$ cat config.mk
export PLATFORM = sky130hd
export DESIGN_NAME = vga_scaled_controller
export DESIGN_NICKNAME = d
export VERILOG_FILES = /design/src/rtl/vga_pkg.sv /design/src/rtl/vga_timing_gen.sv /design/src/rtl/vga_scaled_controller.sv
export SDC_FILE = /design/constraint.sdc
export NUM_CORES = 1
export LEC_CHECK = 0
export CAP_MARGIN = 20
export CORE_MARGIN = 8
export CORE_UTILIZATION = 37
export DETAILED_ROUTE_END_ITERATION = 10
export PLACE_DENSITY = 0.7
export SYNTH_ARGS = -nofsm -noshare
export SYNTH_HDL_FRONTEND = slang
export SYNTH_SLANG_ARGS = --single-unit
$ cat constraint.sdc
create_clock -name clock -period 2.5 [get_ports clock]
set_input_delay 0.5 -clock clock [delete_from_list [all_inputs] [get_ports clock]]
set_output_delay 0.5 -clock clock [all_outputs]
set_load 0.005 [all_outputs]
$ cat src/rtl/vga_pkg.sv
// Shared VGA definitions: 640x480@60 default timing, sync polarity codes,
// the raw timing flag bundle and the line/frame length helper.
package vga_pkg;

    localparam int VGA_H_ACTIVE = 640;
    localparam int VGA_H_FP     = 16;
    localparam int VGA_H_SYNC   = 96;
    localparam int VGA_H_BP     = 48;
    localparam int VGA_V_ACTIVE = 480;
    localparam int VGA_V_FP     = 10;
    localparam int VGA_V_SYNC   = 2;
    localparam int VGA_V_BP     = 33;

    localparam int SYNC_ACTIVE_LOW  = 0;
    localparam int SYNC_ACTIVE_HIGH = 1;

    typedef struct packed {
        logic active;
        logic hsync;
        logic vsync;
        logic line_end;
        logic frame_end;
        logic vblank;
        logic vblank_start;
    } timing_t;

    function automatic int vga_total(input int active, input int fp, input int sync, input int bp);
        return active + fp + sync + bp;
    endfunction

endpackage

$ cat src/rtl/vga_timing_gen.sv
// Horizontal/vertical scan counters and the undelayed timing flags derived
// from them; enable low parks the scan at the origin.
module vga_timing_gen
    import vga_pkg::*;
#(
    parameter int H_ACTIVE = VGA_H_ACTIVE,
    parameter int H_FP     = VGA_H_FP,
    parameter int H_SYNC   = VGA_H_SYNC,
    parameter int H_BP     = VGA_H_BP,
    parameter int V_ACTIVE = VGA_V_ACTIVE,
    parameter int V_FP     = VGA_V_FP,
    parameter int V_SYNC   = VGA_V_SYNC,
    parameter int V_BP     = VGA_V_BP
) (
    input  logic    clock,
    input  logic    nreset,
    input  logic    enable,
    output timing_t timing
);

    localparam int H_TOTAL = vga_total(H_ACTIVE, H_FP, H_SYNC, H_BP);
    localparam int V_TOTAL = vga_total(V_ACTIVE, V_FP, V_SYNC, V_BP);
    // One spare bit so the sync-end bound never wraps when the back porch is 0.
    localparam int HW = $clog2(H_TOTAL + 1);
    localparam int VW = $clog2(V_TOTAL + 1);

    localparam logic [HW-1:0] H_LAST = HW'(H_TOTAL - 1);
    localparam logic [HW-1:0] H_ACT  = HW'(H_ACTIVE);
    localparam logic [HW-1:0] HS_BEG = HW'(H_ACTIVE + H_FP);
    localparam logic [HW-1:0] HS_END = HW'(H_ACTIVE + H_FP + H_SYNC);
    localparam logic [VW-1:0] V_LAST = VW'(V_TOTAL - 1);
    localparam logic [VW-1:0] V_ACT  = VW'(V_ACTIVE);
    localparam logic [VW-1:0] VS_BEG = VW'(V_ACTIVE + V_FP);
    localparam logic [VW-1:0] VS_END = VW'(V_ACTIVE + V_FP + V_SYNC);

    logic [HW-1:0] h_cnt;
    logic [VW-1:0] v_cnt;
    logic          line_end;
    logic          frame_end;

    assign line_end  = (h_cnt == H_LAST);
    assign frame_end = line_end && (v_cnt == V_LAST);

    always_ff @(posedge clock or negedge nreset) begin
        if (!nreset) begin
            h_cnt <= '0;
            v_cnt <= '0;
        end else if (!enable) begin
            h_cnt <= '0;
            v_cnt <= '0;
        end else if (line_end) begin
            h_cnt <= '0;
            v_cnt <= frame_end ? '0 : v_cnt + VW'(1);
        end else begin
            h_cnt <= h_cnt + HW'(1);
        end
    end

    assign timing.active       = (h_cnt < H_ACT) && (v_cnt < V_ACT);
    assign timing.hsync        = (h_cnt >= HS_BEG) && (h_cnt < HS_END);
    assign timing.vsync        = (v_cnt >= VS_BEG) && (v_cnt < VS_END);
    assign timing.line_end     = line_end;
    assign timing.frame_end    = frame_end;
    assign timing.vblank       = (v_cnt >= V_ACT);
    assign timing.vblank_start = (v_cnt == V_ACT) && (h_cnt == '0);

endmodule

$ cat src/rtl/vga_scaled_controller.sv
// Scaled VGA scan-out: replicated framebuffer addressing, 2-stage output
// pipeline matched to the framebuffer read latency, vblank irq and frame count.
module vga_scaled_controller
    import vga_pkg::*;
#(
    parameter int H_ACTIVE = VGA_H_ACTIVE,
    parameter int H_FP     = VGA_H_FP,
    parameter int H_SYNC   = VGA_H_SYNC,
    parameter int H_BP     = VGA_H_BP,
    parameter int V_ACTIVE = VGA_V_ACTIVE,
    parameter int V_FP     = VGA_V_FP,
    parameter int V_SYNC   = VGA_V_SYNC,
    parameter int V_BP     = VGA_V_BP,
    parameter int H_SCALE  = 2,
    parameter int V_SCALE  = 2,
    parameter int PIXEL_W  = 12,
    parameter int ADDR_W   = 17,
    parameter int SYNC_POL = SYNC_ACTIVE_LOW
) (
    input  logic               clock,
    input  logic               nreset,
    input  logic               enable,
    input  logic [PIXEL_W-1:0] pixel_data,
    output logic [ADDR_W-1:0]  pixel_addr,
    output logic [PIXEL_W-1:0] pixel,
    output logic               h_sync,
    output logic               v_sync,
    output logic               de,
    output logic               vblank,
    output logic               vblank_irq,
    output logic [7:0]         frame_count
);

    localparam int    FB_W      = H_ACTIVE / H_SCALE;
    localparam int    FB_H      = V_ACTIVE / V_SCALE;
    localparam longint FB_PIXELS = longint'(FB_W) * longint'(FB_H);
    localparam int    HSW       = (H_SCALE > 1) ? $clog2(H_SCALE) : 1;
    localparam int    VSW       = (V_SCALE > 1) ? $clog2(V_SCALE) : 1;
    localparam logic [HSW-1:0] HSUB_LAST = HSW'(H_SCALE - 1);
    localparam logic [VSW-1:0] VSUB_LAST = VSW'(V_SCALE - 1);
    localparam logic  SYNC_ON   = (SYNC_POL != 0);

    if (H_ACTIVE % H_SCALE != 0) begin : g_chk_h_scale
        $fatal(1, "H_ACTIVE must be a multiple of H_SCALE");
    end
    if (V_ACTIVE % V_SCALE != 0) begin : g_chk_v_scale
        $fatal(1, "V_ACTIVE must be a multiple of V_SCALE");
    end
    if (FB_PIXELS > (longint'(1) << ADDR_W)) begin : g_chk_addr_w
        $fatal(1, "framebuffer does not fit in ADDR_W address bits");
    end

    timing_t timing;

    vga_timing_gen #(
        .H_ACTIVE (H_ACTIVE), .H_FP (H_FP), .H_SYNC (H_SYNC), .H_BP (H_BP),
        .V_ACTIVE (V_ACTIVE), .V_FP (V_FP), .V_SYNC (V_SYNC), .V_BP (V_BP)
    ) u_timing (
        .clock  (clock),
        .nreset (nreset),
        .enable (enable),
        .timing (timing)
    );

    // Stage 0: framebuffer address tracks the scan position
    logic [HSW-1:0]    hsub;
    logic [VSW-1:0]    vsub;
    logic [ADDR_W-1:0] row_start;
    logic              hsub_wrap;
    logic [ADDR_W-1:0] addr_next;

    assign hsub_wrap = timing.active && (hsub == HSUB_LAST);
    assign addr_next = hsub_wrap ? pixel_addr + ADDR_W'(1) : pixel_addr;

    always_ff @(posedge clock or negedge nreset) begin
        if (!nreset) begin
            pixel_addr <= '0;
            row_start  <= '0;
            hsub       <= '0;
            vsub       <= '0;
        end else if (!enable || timing.frame_end) begin
            pixel_addr <= '0;
            row_start  <= '0;
            hsub       <= '0;
            vsub       <= '0;
        end else begin
            pixel_addr <= addr_next;
            if (timing.active) begin
                hsub <= hsub_wrap ? '0 : hsub + HSW'(1);
            end
            if (timing.line_end) begin
                hsub <= '0;
                // Replay the row until it has been shown V_SCALE times.
                if (!timing.vblank) begin
                    if (vsub != VSUB_LAST) begin
                        vsub       <= vsub + VSW'(1);
                        pixel_addr <= row_start;
                    end else begin
                        vsub      <= '0;
                        row_start <= addr_next;
                    end
                end
            end
        end
    end

    // Stage 1: read data in flight; Stage 2: registered outputs
    logic active_p1;
    logic hsync_p1;
    logic vsync_p1;

    always_ff @(posedge clock or negedge nreset) begin
        if (!nreset) begin
            active_p1 <= 1'b0;
            hsync_p1  <= 1'b0;
            vsync_p1  <= 1'b0;
            pixel     <= '0;
            de        <= 1'b0;
            h_sync    <= ~SYNC_ON;
            v_sync    <= ~SYNC_ON;
        end else if (!enable) begin
            active_p1 <= 1'b0;
            hsync_p1  <= 1'b0;
            vsync_p1  <= 1'b0;
            pixel     <= '0;
            de        <= 1'b0;
            h_sync    <= ~SYNC_ON;
            v_sync    <= ~SYNC_ON;
        end else begin
            active_p1 <= timing.active;
            hsync_p1  <= timing.hsync;
            vsync_p1  <= timing.vsync;
            pixel     <= active_p1 ? pixel_data : '0;
            de        <= active_p1;
            h_sync    <= hsync_p1 ? SYNC_ON : ~SYNC_ON;
            v_sync    <= vsync_p1 ? SYNC_ON : ~SYNC_ON;
        end
    end

    always_ff @(posedge clock or negedge nreset) begin
        if (!nreset) begin
            frame_count <= '0;
        end else if (enable && timing.frame_end) begin
            frame_count <= frame_count + 8'd1;
        end
    end

    assign vblank     = timing.vblank;
    assign vblank_irq = timing.vblank_start && enable;

endmodule

== Yosys cells after proc, flatten, opt, wreduce, memory -nomap -nowiden ==
Index checks and enable logic that the tools add are counted.
Word-level totals
  register bits: 82
  bits in latches: 0
  RAM bits: 0
  bits in read-only memories: 0
  input port bits: 15
  output and inout port bits: 42
  logic and storage cells: 77
  memories kept: 0
Operators by class
  add/sub/neg operators: 6
  multiply operators: 0
  div/mod/pow operators: 0
  order comparisons: 7
  eq/ne operators: 5
  shifts and indexed selects: 0
  multiplexer cells: 31
  bitwise gates (word level): 0
  reductions and logical operators: 14
Operator list (count)
  $mux W17: 8
  $mux W10: 5
  $mux W12: 2
  $add A10 B1 Y10 const B: 2
  $eq A10 B10 Y1 const B: 2
  $ge A10 B9 Y1 const B: 2
  $lt A10 B10 Y1 const B: 2
  $lt A10 B9 Y1 const B: 2
  $add A17 B1 Y17 const B: 1
  $mux W1: 16
  $eq A10 B9 Y1 const B: 1
  $ge A10 B10 Y1 const B: 1
  $logic_not A10 Y1: 1
  $add A8 B1 Y8 const B: 1
  $logic_and A1 B1 Y1: 8
  $ne A2 B1 Y1 const B: 2
  $reduce_bool A3 Y1: 1
  $add A1 B1 Y1 const B: 2
  $reduce_and A2 Y1: 1
  $reduce_bool A2 Y1: 1
  $logic_not A1 Y1: 1
  $logic_or A1 B1 Y1: 1

== Longest topological paths before layout ==
  depth after elaboration: 8
  depth in mapped cells: 7
  depth with buffers taken out: 6

== Cells and area by module ==
From an unflattened synthesis, not the netlist that was laid out.
Unflattened totals
  cells, all modules: 384
  area, all modules: 3875.0 um^2
By module, submodules not included
  vga_scaled_controller: times used 1, cells an instance 254, area each 2698.8 um^2, sequential area each 1554.0 um^2
  vga_timing_gen: times used 1, cells an instance 130, area each 1176.1 um^2, sequential area each 500.5 um^2

== Least setup slack after synthesis ==
No wires, ideal clock.
  path type: input to output
  start: input port enable
  end: output port vblank_irq
  arrival: 1409 ps
  required time: 2000 ps
  path slack: 591 ps
  stages: 4
  path buffers: 1
  cell sequence: clkbuf_1 > nand2b_1 > or4_1 > nor2_1
Between the ends
  longest elaborated chain between the ends: 1
Ends and longest elaborated chain
  start, declared: line vga_scaled_controller.sv:22  | input logic enable,
  $logic_and A1 B1 Y1: line vga_scaled_controller.sv:149  | assign vblank_irq = timing.vblank_start && enable;
  end, declared: line vga_scaled_controller.sv:30  | output logic vblank_irq,
Every way passes these cells.

== Final worst setup path ==
Ends and elaborated chain as after synthesis.

==> flow_summary.rst <==
.. list-table::
   :header-rows: 1

   * - Metric
     - Value
   * - Post-synthesis net count
     - 391
   * - Synth Area in Compound Gates
     - 10.8%
   * - Final Hold Fails
     - 0
   * - Total Power Consumption
     - ~0.0026 W
   * - Clock Latency Late Sink
     - between 0.3 and 0.4 ns
   * - Launch point of the worst reg-to-reg path
     - u_timing.h_cnt[0]$_DFF_PN0_
   * - Portion of total power attributed to the clock network
     - a little over two fifths
   * - Overflow after GRT
     - 0
   * - Largest family of logic cells by synthesized area
     - simple AND/OR/NAND/NOR gates
   * - #FFs+latches synth
     - 82
   * - Maximum number of pins on one net before global-route repair
     - 43
   * - XOR/XNOR Fraction of Synth Area
     - 8.34%
   * - First-pass GRT wire length
     - 14700 um
   * - Total die area
     - 13700 um2
   * - Count of clock tree sinks
     - between 80 and 90
   * - Yosys cell types
     - 37
   * - First drt pass iteration count
     - 4
   * - Core Region
     - 10100 um2
   * - Number of antenna violations at the first check in global routing
     - 0
   * - Path class of the lowest-slack min-delay path
     - in -> async
   * - Worst Setup Path Type
     - in -> out
   * - Run status
     - completed
   * - Fill cell total of the finished layout
     - 936
   * - Detail-routed net length per standard cell
     - 15.1 um
   * - Total negative slack
     - 0 ns
   * - Post-synth ARST share
     - 100%
   * - Static power due to leakage
     - 2.15 nW
   * - NetSw
     - 0.000555 W
   * - Number of cells produced by synthesis
     - between 300 and 400
   * - CTS clk-pin slew, worst paths
     - 0.08 ns
   * - Final core utilization
     - a little under half
   * - Net count of the finished layout
     - 455
   * - Max Freq
     - approximately 420 MHz
   * - Total Routed Length
     - between 8000 and 9000 um
   * - N_diodes
     - 0
   * - Count of placed standard cells in the final layout, fillers left out
     - roughly 580
   * - Clock tree skew after final layout
     - 0.0126 ns
   * - Power density of the placed cells
     - 539 nW/um2
   * - Combinational Power Share
     - 5.3%
   * - Final GP Congestion
     - 0.824
   * - TritonCTS clock tree
     - built
   * - Worst setup EP type
     - output pin
   * - Avg Vias per Cell
     - 5.15
   * - VDD IR max
     - about 0.3 mV
   * - Cell Int Power
     - 0.00203 W
   * - Final Setup Violations
     - 0
   * - Primary flip-flop cell chosen by synthesis mapping
     - dfrtp_1
   * - Number of pins with negative max-slew slack in the final report
     - 0
   * - Sequential fraction of the synthesis area
     - between 50% and 60%
   * - Minimum clock period after layout
     - 2.37 ns
   * - Die Height
     - ~120 um
   * - Via count
     - 2960
   * - Remaining max-slew budget at the tightest pin
     - 63.2%
   * - Clock Root Buffer
     - clkbuf_8
   * - Setup repair after global routing missed its margin
     - false
   * - Total Routing Usage GR
     - 13.6%
   * - Final HPWL DP
     - 5990 um
   * - Number of enable-type register cells in the synthesized netlist
     - 0
   * - Cell Count Post-Placement
     - ~560
   * - Proportion of synthesized area in mux cells
     - 1.36%
   * - Number of global-route vias before repair
     - 3024
   * - Element type at the critical path start
     - input pin
   * - Synthesis-to-layout area growth
     - 26.8%
   * - Max Cap Violations
     - 0
   * - Effective utilization at floorplan
     - between 30% and 40%
   * - Net Sw Frac
     - 21.5%
   * - Launching instance or port of the critical path
     - enable
   * - Maximum level of the CTS H-tree
     - 3
   * - Post-route DRC
     - 0
   * - Fraction of layout instances using a drive strength above 1
     - 9.11%
   * - Final antenna-violating net count
     - 0
   * - Crit path arrival time
     - 1.87 ns
   * - Max Buffers Root-to-Sink
     - 2
   * - Final clock period utilization by the worst path
     - 94.6%
   * - Total placed instance area
     - 4540 um2
   * - Width of the die
     - roughly 120 um
   * - Simple-gate area share of the yosys netlist
     - 20.4%
   * - Post-route design area
     - around 4800 um2
   * - Site row count
     - 37
   * - Area share of fa/ha/maj cells after synthesis
     - 1.99%
   * - Netlist Area Pre-Place
     - 3780 um2
   * - Number of buffers added by the clock tree synthesis step
     - 9
   * - Slew at the pin closest to its max-slew limit
     - 0.552 ns
   * - Count of input and output buffers
     - 56
   * - Synthesized area per cell
     - 10.2 um2
   * - Total I/O pin count
     - 57
   * - Yosys warns
     - 0
   * - Worst Path Max Fanout
     - 2
   * - Register-to-Register Path Depth
     - 6
   * - Drt initial violations
     - 126
   * - WP data required
     - 2.00 ns
   * - Sequential Power Share
     - 52.6%
==> per-layer routing <==
layer  up-vias  routed length, um  track usage, %
met3         8                443            2.41
met5         -                  0               0
met4         0                100            4.95
met2        64               4190            22.6
li1       1425                  -               -
met1      1463               3960            17.3
==> critical path: stages <==
cell and delay (ns):
clkdlybuf4s50_1 0.49, nand2b_1 0.08, or4_1 0.43, nor2_1 0.13
dlygate4sd2_1 0.25
==> registers in the layout, summed over array words and instances (netlist names) <==
| register | flops |
|---|---|
| frame_count | 8 |
| hsub | 1 |
| de | 1 |
| pixel | 12 |
| hsync_p1 | 1 |
| vsub | 1 |
| vsync_p1 | 1 |
| pixel_addr | 17 |
| active_p1 | 1 |
| u_timing.h_cnt | 10 |
| h_sync | 1 |
| v_sync | 1 |
| row_start | 17 |
| u_timing.v_cnt | 10 |
==> metrics by stage <==
stage / hold slack, ns / worst slack [ns]
final: 0.143 / 0.134
after global routing: 0.173 / 0.0180
after CTS: 0.151 / 0.0397
after detailed placement: 0.358 / -0.158
after global placement: 0.358 / -0.192
after floorplan: 0.204 / 0.591
==> area by class of cell <==
type                       instances  area (um2)  area share, %
inverter                           8        30.0          0.627
sequential                        82        2050           42.9
multi-input combinational        263        1630           34.1
timing repair buffer              70         674           14.1
tap                              136         170           3.55
clock inverter                     4        73.8           1.54
clock buffer                      12         155           3.24
==> repair_timing <==
| action | in CTS | in global routing |
|---|---|---|
| gates resized for setup | 1 | 1 |
| pin swaps | 1 | 0 |
| hold buffers | 0 | 0 |
| endpoints found under the setup margin | 1 | 1 |
| setup buffers | 1 | 0 |
==> kinds of logic after synthesis <==
logic type / after synthesis
compound gates: 74
xor+xnor: 36
fa+ha+maj: 6
buf+inv: 25
flops: 82
mux: 5
simple gates: 142
==> synthesized netlist by cell type, types with 5 or more instances <==
cell type	number	share of area (%)
and3_1	23	3.8
xor2_1	21	4.9
and2_1	5	0.83
xnor2_1	15	3.5
nand4_1	17	2.8
nor3_1	8	1.1
nand2_1	21	2.1
clkbuf_1	12	1.2
dfrtp_1	80	53
inv_1	8	0.79
nor2_1	33	3.3
a21oi_1	32	4.2
nand3_1	15	2.0
ha_1	6	2.0
o21ai_0	38	5.0
nor4_1	5	0.83
==> cell usage in the layout (no fill, tap or decap), types with 2 or more instances in the layout <==
cell type	n
nand3_1	15
dfrtp_1	80
o21ai_0	38
or3_1	3
and3_1	23
nor2_1	33
nand4_1	17
nand2_1	21
a21oi_1	32
bufinv_16	2
clkbuf_8	11
xor2_1	21
dfstp_2	2
buf_4	14
nor4_1	5
ha_1	6
nor3_1	8
nor4b_1	3
inv_1	8
mux2i_1	4
and2_1	5
clkdlybuf4s50_1	54
xnor2_1	15
==> final timing paths <==
| path | to | slack (ns) |
|---|---|---|
| worst max-delay path | vblank_irq | 0.13 |
| worst min-delay path | pixel[6]$_DFF_PN0_ | 0.14 |
| worst max register to register | u_timing.v_cnt[9]$_DFFE_PN0P_ | 0.45 |
| worst min register to register | v_sync$_DFF_PN1_ | 0.37 |
| max in group asynchronous | vsub$_DFFE_PN0P_ | 1.73 |
| min in group clock | v_sync$_DFF_PN1_ | 0.37 |
==> power by group through the flow <==
stage / combinational (W) / sequential [W] / clock (W)
after floorplan: 0.0000501 / 0.00138 / 0
after global placement: 0.000138 / 0.00138 / 0
after detailed placement: 0.000141 / 0.00138 / 0
after CTS: 0.000142 / 0.00136 / 0.00112
after global routing: 0.000155 / 0.00136 / 0.00117
final: 0.000137 / 0.00136 / 0.00109
Power figures use the tool's default switching activity.
